===== config.mk =====
export PLATFORM = sky130hd
export DESIGN_NAME = seg_display_ctrl_flat
export DESIGN_NICKNAME = d
export VERILOG_FILES = /design/src/rtl/seg_display_ctrl_if.sv /design/src/rtl/seg_display_ctrl.sv /design/src/flat_wrapper.sv
export SDC_FILE = /design/constraint.sdc
export NUM_CORES = 1
export LEC_CHECK = 0
export ABC_AREA = 1
export BUFFER_PORTS_ARGS = -buffer_cell sky130_fd_sc_hd__buf_2
export CAP_MARGIN = 20
export CORE_MARGIN = 4
export CORE_UTILIZATION = 60
export CTS_CLUSTER_SIZE = 16
export DETAILED_ROUTE_END_ITERATION = 16
export PLACE_DENSITY = 0.79
export SYNTH_ARGS = -nofsm -noshare
export SYNTH_HDL_FRONTEND = slang
export SYNTH_SLANG_ARGS = --single-unit

===== constraint.sdc =====
create_clock -name clk -period 3.76 [get_ports clk]
set_clock_uncertainty 0.2 [all_clocks]
set_input_delay 0 -clock clk [delete_from_list [all_inputs] [get_ports clk]]
set_output_delay 0 -clock clk [all_outputs]
set_load 0.03 [all_outputs]

===== src/rtl/seg_display_ctrl_if.sv =====
// Display-register side of the seven-segment controller: load handshake, status and
// multiplexed digit outputs.
interface seg_display_ctrl_if;
    logic        load;
    logic [13:0] value;
    logic        busy;
    logic        done;
    logic        ovf;
    logic [3:0]  digit_out;
    logic [3:0]  an;

    modport master (
        output load, value,
        input  busy, done, ovf, digit_out, an
    );

    modport slave (
        input  load, value,
        output busy, done, ovf, digit_out, an
    );
endinterface


===== src/rtl/seg_display_ctrl.sv =====
// Four-digit multiplexed seven-segment controller: sequential double-dabble binary-to-BCD,
// atomic commit to a display register, and a leading-zero-blanked digit scanner.
module seg_display_ctrl #(
    parameter int unsigned REFRESH_DIV = 50000
) (
    input  logic              clk,
    input  logic              rst,
    seg_display_ctrl_if.slave bus
);

    localparam int unsigned CntW = (REFRESH_DIV > 1) ? $clog2(REFRESH_DIV) : 1;
    localparam logic [CntW-1:0] CntLast = CntW'(REFRESH_DIV - 1);
    localparam logic [13:0] MaxVal = 14'd9999;

    typedef enum logic [1:0] {StIdle, StConv, StCommit} state_e;

    state_e      state_q, state_d;
    logic [13:0] shift_q, shift_d;
    logic [15:0] scratch_q, scratch_d;
    logic [15:0] scratch_adj;
    logic [3:0]  iter_q, iter_d;
    logic [15:0] disp_q, disp_d;
    logic        ovf_q, ovf_d;
    logic        done_q, done_d;

    logic [CntW-1:0] refresh_q, refresh_d;
    logic [1:0]      idx_q, idx_d;
    logic [3:0]      an_q, an_d;
    logic [3:0]      digit_q, digit_d;
    logic [3:0]      blank;

    // Add-3 correction applied to every scratch nibble before each shift
    always_comb begin
        scratch_adj = scratch_q;
        for (int i = 0; i < 4; i++) begin
            if (scratch_q[4*i +: 4] >= 4'd5) begin
                scratch_adj[4*i +: 4] = scratch_q[4*i +: 4] + 4'd3;
            end
        end
    end

    always_comb begin
        state_d   = state_q;
        shift_d   = shift_q;
        scratch_d = scratch_q;
        iter_d    = iter_q;
        ovf_d     = ovf_q;
        disp_d    = disp_q;
        done_d    = 1'b0;
        unique case (state_q)
            StIdle: begin
                if (bus.load) begin
                    shift_d   = (bus.value > MaxVal) ? MaxVal : bus.value;
                    ovf_d     = (bus.value > MaxVal);
                    scratch_d = '0;
                    iter_d    = '0;
                    state_d   = StConv;
                end
            end
            StConv: begin
                {scratch_d, shift_d} = {scratch_adj, shift_q} << 1;
                iter_d = iter_q + 4'd1;
                if (iter_q == 4'd13) begin
                    state_d = StCommit;
                end
            end
            StCommit: begin
                disp_d  = scratch_q;
                done_d  = 1'b1;
                state_d = StIdle;
            end
            default: state_d = StIdle;
        endcase
    end

    // Scanner runs freely; outputs are recomputed from next-state so they move
    // only on a terminal count or a commit, and never lag the display register.
    always_comb begin
        refresh_d = (refresh_q == CntLast) ? '0 : refresh_q + 1'b1;
        idx_d     = (refresh_q == CntLast) ? idx_q + 2'd1 : idx_q;
        blank     = {disp_d[15:12] == 4'h0, disp_d[15:8] == 8'h0, disp_d[15:4] == 12'h0, 1'b0};
        digit_d   = disp_d[{idx_d, 2'b00} +: 4];
        an_d      = blank[idx_d] ? 4'b1111 : ~(4'b0001 << idx_d);
    end

    always_ff @(posedge clk or posedge rst) begin
        if (rst) begin
            state_q   <= StIdle;
            shift_q   <= '0;
            scratch_q <= '0;
            iter_q    <= '0;
            disp_q    <= '0;
            ovf_q     <= 1'b0;
            done_q    <= 1'b0;
            refresh_q <= '0;
            idx_q     <= '0;
            an_q      <= 4'b1110;
            digit_q   <= 4'h0;
        end else begin
            state_q   <= state_d;
            shift_q   <= shift_d;
            scratch_q <= scratch_d;
            iter_q    <= iter_d;
            disp_q    <= disp_d;
            ovf_q     <= ovf_d;
            done_q    <= done_d;
            refresh_q <= refresh_d;
            idx_q     <= idx_d;
            an_q      <= an_d;
            digit_q   <= digit_d;
        end
    end

    assign bus.busy      = (state_q != StIdle);
    assign bus.done      = done_q;
    assign bus.ovf       = ovf_q;
    assign bus.digit_out = digit_q;
    assign bus.an        = an_q;

endmodule


===== src/flat_wrapper.sv =====
// flat-port wrapper written by rule: the top's interface ports become plain ports
module seg_display_ctrl_flat 
#(
    parameter int unsigned REFRESH_DIV = 50000
)
  (clk, rst, bus_load, bus_value, bus_busy, bus_done, bus_ovf, bus_digit_out, bus_an);
  seg_display_ctrl_if bus_i ();
  input  logic clk;
  input  logic rst;
  input wire logic [$bits(bus_i.load)-1:0] bus_load;
  input wire logic [$bits(bus_i.value)-1:0] bus_value;
  output wire logic [$bits(bus_i.busy)-1:0] bus_busy;
  output wire logic [$bits(bus_i.done)-1:0] bus_done;
  output wire logic [$bits(bus_i.ovf)-1:0] bus_ovf;
  output wire logic [$bits(bus_i.digit_out)-1:0] bus_digit_out;
  output wire logic [$bits(bus_i.an)-1:0] bus_an;
  assign bus_i.load = bus_load;
  assign bus_i.value = bus_value;
  assign bus_busy = bus_i.busy;
  assign bus_done = bus_i.done;
  assign bus_ovf = bus_i.ovf;
  assign bus_digit_out = bus_i.digit_out;
  assign bus_an = bus_i.an;
  seg_display_ctrl #(.REFRESH_DIV(REFRESH_DIV)) u_core (.clk(clk), .rst(rst), .bus(bus_i));
endmodule

==> results of run 1 <==
## state kept, by name, summed over array words and instances, names as in the netlist
| register | flops |
|---|---|
| u_core.disp_q | 16 |
| u_core.bus.digit_out | 4 |
| u_core.iter_q | 4 |
| u_core.refresh_q | 16 |
| u_core.state_q | 2 |
| u_core.bus.ovf | 1 |
| u_core.scratch_q | 16 |
| u_core.bus.done | 1 |
| u_core.bus.an | 4 |
| u_core.idx_q | 2 |
| u_core.shift_q | 14 |
## power by group through the flow
stage | registers [uW] | logic (uW) | clock network, uW
6_report | 1300 | 1200 | 827
3_3_place_gp | 1290 | 1020 | 0
5_1_grt | 1330 | 1370 | 881
3_5_place_dp | 1300 | 1080 | 0
4_1_cts | 1290 | 1160 | 837
2_1_floorplan | 1300 | 796 | 0
## routing by layer
metal  vias to the layer above  part of all wire [%]  wire length, microns
li1                       1664                     -                     -
met1                      1597                    42                  3677
met2                       119                    49                  4284
met3                        32                   5.0                   430
met4                         0                   3.2                   279
met5                         -                     0                     0
## cells by family (layout without fill, tap and decap cells)
logic type / count (synthesis) / in the layout
AO/OA/AOI/OAI: 72 / 72
XOR/XNOR: 14 / 14
adder cells (fa/ha/maj): 11 / 11
buffers and inverters: 70 / 134
flip-flops: 80 / 80
AND/OR/NAND/NOR: 227 / 227
## what timing repair did
item	in CTS	in global routing
hold buffers	29	0
gates resized for setup	0	0
endpoints found under the hold margin	42	0
endpoints found under the setup margin	0	0
## critical path, delay by kind of cell (launching register included)
kind | cells | cell delay [ns]
flip-flops | 1 | 0.40
AND/OR/NAND/NOR | 2 | 0.59
AO/OA/AOI/OAI | 1 | 0.23
buffers and inverters | 4 | 1.06
## metrics by stage
| stage | hold slack, ns | total power [uW] |
|---|---|---|
| after CTS | 0.03467 | 3287 |
| final | 0.03007 | 3318 |
| after global routing | 0.09367 | 3575 |
| after detailed placement | -0.1398 | 2378 |
| after floorplan | -0.08316 | 2098 |
| after global placement | -0.1447 | 2315 |
## how the worst max path moves through the flow
stage	startpoint	to	slack, ns
3_5_place_dp	u_core.state_q[1]	u_core.shift_q[13]	1.78
4_1_cts	u_core.state_q[1]	u_core.shift_q[2]	1.27
5_1_grt	u_core.state_q[1]	u_core.shift_q[0]	1.06
6_report	u_core.state_q[1]	u_core.shift_q[0]	1.22
3_3_place_gp	u_core.state_q[1]	u_core.shift_q[13]	1.88
2_1_floorplan	rst	u_core.bus.an[0]	1.51
## placed cells by master, fill, tap and decap left out, types with 5 or more instances in the layout
cell type      Yosys  layout
o2111ai_1          6       6
dlygate4sd3_1      0      29
nand4_1            6       6
a22oi_1            5       5
nand3_1           36      36
xor2_1            10      10
inv_1             52      51
o21ai_0           37      37
nor3_1             6       6
o21ai_1            8       8
buf_2              4      27
o22ai_1            5       5
nor2_1            42      42
dfrtp_1           77      77
inv_2              8       9
nand2_1          115     115
a21oi_1            9       9
ha_1              11      11
clkbuf_8           0      10
## final cells by class
type,instances,area [sq um]
Timing Repair Buffer,58,440.4
Sequential cell,80,2006
Fill cell,459,1663
Inverter,60,225.2
Clock buffer,10,137.6
Clock inverter,6,130.1
Multi-Input combinational cell,324,1688
Tap cell,77,96.34
==> out/qor.txt, run 1 <==
Status -> completed
Grt met2 use -> 40.66%
Seq pwr share -> 39.0%
Distinct cells, synth -> 33
Slew headroom -> 54.06%
Setup WS pre-CTS -> 1.781 ns
ANT cells -> 0
Cell-internal power -> 2108 uW
Share of layout cells above drive strength 1 -> 14.13%
Part of the cycle the worst path needs -> 67.53%
Final setup viols -> 0
First-iteration detailed-routing DRC count -> 199
Area growth from synthesis to layout -> 19.01%
Final Core Density -> 73.96%
GR peak layer -> met2
CP dominant cell by count -> inv_2
Setup WS post-layout -> 1.221 ns
Worst Tran Pin Value -> 0.6890 ns
Syn avg cell area -> 8.373 sq um
Sw frac -> 36.48%
Design area -> 0.004723 sq mm
Largest family of logic cells by synthesized area -> simple AND/OR/NAND/NOR gates
DP HPWL -> 5805 microns
GR Util met1 -> 30.27%
Drt pass-1 iters -> 4
Overflow after GRT -> 0
Mux cell area share after synthesis -> 0%
Remaining DRCs -> 0
Total die area -> 0.007980 sq mm
Root Driver -> clkbuf_8
Adder-cell share of the synthesized area -> 3.468%
Number of flops mapped to enable cells by yosys -> 0
Max Clk Rate -> 393.8 MHz
Slowest stage delay, CP -> 0.58 ns
Post-synth top area share -> 48.55%
CP max stage cell -> dlygate4sd3_1
Placed cells -> 570
Num rows -> 29
XOR/XNOR Fraction of Synth Area -> 3.090%
Most instantiated cells after synthesis -> nand2_1 (115), dfrtp_1 (77), inv_1 (52)
Core area -> 0.006386 sq mm
WL final -> 8672 microns
Crit Path Max Fanout -> 21
Initial antenna violation count -> 0
Post-synthesis simple-gate area fraction -> 25.76%
Critical Path AT -> 2.62 ns
Clock power frac -> 24.9%
Count leader, synth -> nand2_1
R2R setup slack -> 1.22 ns
Fin cells -> 615
Synthesized Nets -> 502
Unrepaired setup endpoints after global routing -> false
Max-cap violations -> 0
Vias in the first global route -> 3,350
Number of synthesized register bits -> 80
Peak VDD IR -> 0.5002 mV
Vias -> 3,412
Sw power -> 1211 uW
Crit path capture type -> register
First-pass GRT wire length -> 14,920 microns
Minimum clock period -> 2.539 ns
H-tree depth -> 3
Dpl cell area -> 0.004165 sq mm
Post-CTS setup buffers -> 0
Clock Tree Buf Depth -> 2
FF-to-FF Start -> u_core.state_q[1]
Synth area leader -> dfrtp_1
Setup TNS -> 0 ns
Ports -> 28
Initial Utilization -> 62.15%
Clk_lat worst skew -> 0.34 ns
Final hold violation count -> 0
DR vias/cell -> 5.548
R2r worst-path depth -> 7
Synth area leaders -> dfrtp_1 (49%), nand2_1 (11%), inv_1 (4.9%), o21ai_0 (4.7%), nand3_1 (4.5%)
# port buffers -> 27
Post-synth ARST share -> 100.0%
Synthesized instance count -> 474
Syn. warnings -> 0
Clock Pin Slew Worst Setup and Hold Paths -> 0.08 ns
WL per Instance -> 14.10 microns
Largest net degree at the start of global routing -> 56
Met3 Use GR -> 4.240%
Crit path required time -> 3.84 ns
Clock Sink Count -> 80
P_leak -> 0.002353 uW
Gpl congestion -> 0.8385
Synth Area in Compound Gates -> 10.21%
Predominant post-synthesis flop cell -> dfrtp_1
Crit start category -> register
Mapped Area -> 0.003969 sq mm
PwrDens -> 702.6 mW/mm^2
CP Cell Sequence -> inv_1 -> nand3_2 -> inv_2 -> nor2_2 -> inv_2 -> o211ai_1 -> dlygate4sd3_1
Register area share after synthesis -> 50.54%
Die width -> 89.33 microns
DRT antenna net count -> 0
Layout net count -> 561
Die height -> 89.33 microns
CTS tree -> built
R2R Path End -> u_core.shift_q[0]
Setup Crit Path Kind -> reg2reg
Total GRT Usage -> 24.32%
Power share of the combinational group -> 36.0%
Max Slew Vio Count -> 0
Worst min path class -> in2async
CTS Buf Count -> 9
(Power assumes the default switching activity.)
==> run 2, diff against run 1 <==
- CORE_UTILIZATION: 60 -> 54
- PLACE_DENSITY: 0.79 -> 0.75
- clock period: 3.76 -> 2.1 ns (I/O delays scaled with it)
==> run 2 against run 1 <==
  * Fmax is 32% higher
  * Via count fell by 1.9%
  * Critical endpoint is now u_core.shift_q[12]
  * Cell count up 4.1%
==> out/qor.txt, run 2 (synthesis gave the netlist of run 1 again) <==
Status -> completed
Overflow after GRT -> 0 (unchanged)
Minimum clock period -> 1.930 ns (-0.6094 ns)
Die width -> 93.73 microns (+4.9%)
Crit path launch -> u_core.state_q[1]
Crit path required time -> 2.19 ns (-1.65 ns)
Setup TNS -> 0 ns (unchanged)
CTS tree -> built
Worst Tran Pin Value -> 0.5427 ns (-0.1463 ns)
P_leak -> 0.002316 uW (-1.6%)
First-pass GRT wire length -> 14,720 microns (-1.3%)
Root Driver -> clkbuf_8
Part of the cycle the worst path needs -> 91.89% (+24 points)
Drt pass-1 iters -> 4 (unchanged)
WL per Instance -> 13.19 microns (-6.4%)
Worst min path class -> reg2reg
Die height -> 93.73 microns (+4.9%)
Initial Utilization -> 56.85% (-5.3 points)
Final setup viols -> 0 (unchanged)
DR vias/cell -> 5.231 (-5.7%)
Clock Pin Slew Worst Setup and Hold Paths -> 0.08 ns (about the same)
Setup Crit Path Kind -> reg2reg
R2R setup slack -> 0.17 ns (-1.05 ns)
Largest registers -> u_core.disp_q x16, u_core.refresh_q x16, u_core.scratch_q x16
Commonest non-fill, non-tap cell in the layout -> nand2_1
Filler cell count -> 562 (+22%)
Max Clk Rate -> 518.2 MHz (+32%)
Vias -> 3,348 (-1.9%)
R2R Path End -> u_core.shift_q[12]
CTS Buf Count -> 9 (unchanged)
Final hold violation count -> 0 (unchanged)
H-tree depth -> 3 (unchanged)
ANT cells -> 0 (unchanged)
FF-to-FF Start -> u_core.state_q[1]
Critical Path AT -> 2.02 ns (-0.60 ns)
Ports -> 28 (unchanged)
Clock Tree Buf Depth -> 2 (unchanged)
Clk_lat worst skew -> 0.36 ns (+0.02 ns)
Max Slew Vio Count -> 0 (unchanged)
R2r worst-path depth -> 7 (unchanged)
Slew headroom -> 63.69% (+9.6 points)
Crit start category -> register
Max-cap violations -> 0 (unchanged)
Total die area -> 0.008785 sq mm (+10%)
Num rows -> 30 (+3.4%)
Register area -> 0.002006 sq mm (unchanged)
Crit path capture type -> register
Core area -> 0.006982 sq mm (+9.3%)
Unrepaired setup endpoints after global routing -> false
Largest net degree at the start of global routing -> 42 (-25%)
Clock Sink Count -> 80 (unchanged)
Area growth from synthesis to layout -> 19.33%
Crit path to -> u_core.shift_q[12]
Grt met2 use -> 35.36% (-5.3 points)
DRT antenna net count -> 0 (unchanged)
PwrDens -> 1152 mW/mm^2 (+64%)
Total GRT Usage -> 21.30% (-3.0 points)
DP HPWL -> 5657 microns (-2.5%)
Minimum hold slack -> 0.2566 ns (+0.2265 ns)
Layout net count -> 567 (+1.1%)
Most frequent cells in the layout -> nand2_1 (115), dfrtp_1 (77), inv_1 (51), nor2_1 (42)
# port buffers -> 27 (unchanged)
Crit Path Max Fanout -> 5 (-76%)
Footprint of the multi-input gates -> 0.001693 sq mm (+0.30%)
Share of layout cells above drive strength 1 -> 14.71% (+0.58 points)
Vias in the first global route -> 3,231 (-3.6%)
WL final -> 8444 microns (-2.6%)
Met3 Use GR -> 4.407% (+0.17 points)
Gpl congestion -> 0.8742 (+4.3%)
Peak VDD IR -> 0.6255 mV (+25%)
Initial antenna violation count -> 0 (unchanged)
GR peak layer -> met2
First-iteration detailed-routing DRC count -> 162 (-19%)
GR Util met1 -> 27.14% (-3.1 points)
Remaining DRCs -> 0 (unchanged)
==> run 2: what timing repair did <==
item / 4_1_cts / 5_1_grt
resized for setup: 0 / 2
setup endpoints to repair: 0 / 3
endpoints found under the hold margin: 94 / 0
setup buffers: 0 / 0
hold buffers: 30 / 0
==> run 2: through the flow <==
stage	total power, uW	setup slack [ns]	instances	utilization, %	area [sq um]
after floorplan	3756	0.4980	474	-	3973
after global placement	4181	0.2936	594	60.77	4243
after detailed placement	4279	0.2331	594	60.77	4243
after CTS	5447	0.2057	640	67.76	4731
after global routing	5914	0.02643	640	67.83	4736
final	5457	0.1703	640	67.83	4736
==> run 2: worst min-delay path by stage <==
stage	startpoint	end	slack (ns)	cells after the start
final	u_core.refresh_q[0]	u_core.refresh_q[0]	0.26	1
after global routing	u_core.refresh_q[0]	u_core.refresh_q[0]	0.27	1
after CTS	u_core.refresh_q[0]	u_core.refresh_q[0]	0.26	1
after detailed placement	rst	u_core.refresh_q[3]	-0.16	2
after global placement	rst	u_core.refresh_q[0]	-0.15	2
after floorplan	bus_value[11]	u_core.shift_q[11]	-0.08	2
==> run 2: report_power, final <==
part / switching [uW] / internal (uW) / total, uW / leakage [uW]
combinational: 1260 / 773 / 2040 / 0.00124
clock: 566 / 543 / 1110 / 0.0000920
sequential: 281 / 2030 / 2310 / 0.000980
total: 2110 / 3350 / 5460 / 0.00232
==> run 2: area by class of cell <==
class | count | share of cell area, %
Clock buffer | 10 | 2.695
Clock inverter | 6 | 1.268
Inverter | 60 | 4.835
Multi-Input combinational cell | 324 | 35.75
Sequential cell | 80 | 42.35
Tap cell | 96 | 2.536
Timing Repair Buffer | 64 | 10.57
==> run 2: critical path, cell delays in order, from the launching register on <==
cell           delay (ns)
dfrtp_1              0.41
inv_1                0.10
nand3_2              0.09
buf_4                0.16
nor2_1               0.17
nand2_1              0.07
dlygate4sd3_1        0.57
nand3_1              0.10
==> run 2: per-layer routing <==
metal  part of all wire (%)  up-vias
li1                       -     1676
met1                     45     1576
met2                     49       83
met3                    4.5       13
met4                    2.0        0
met5                      0        -
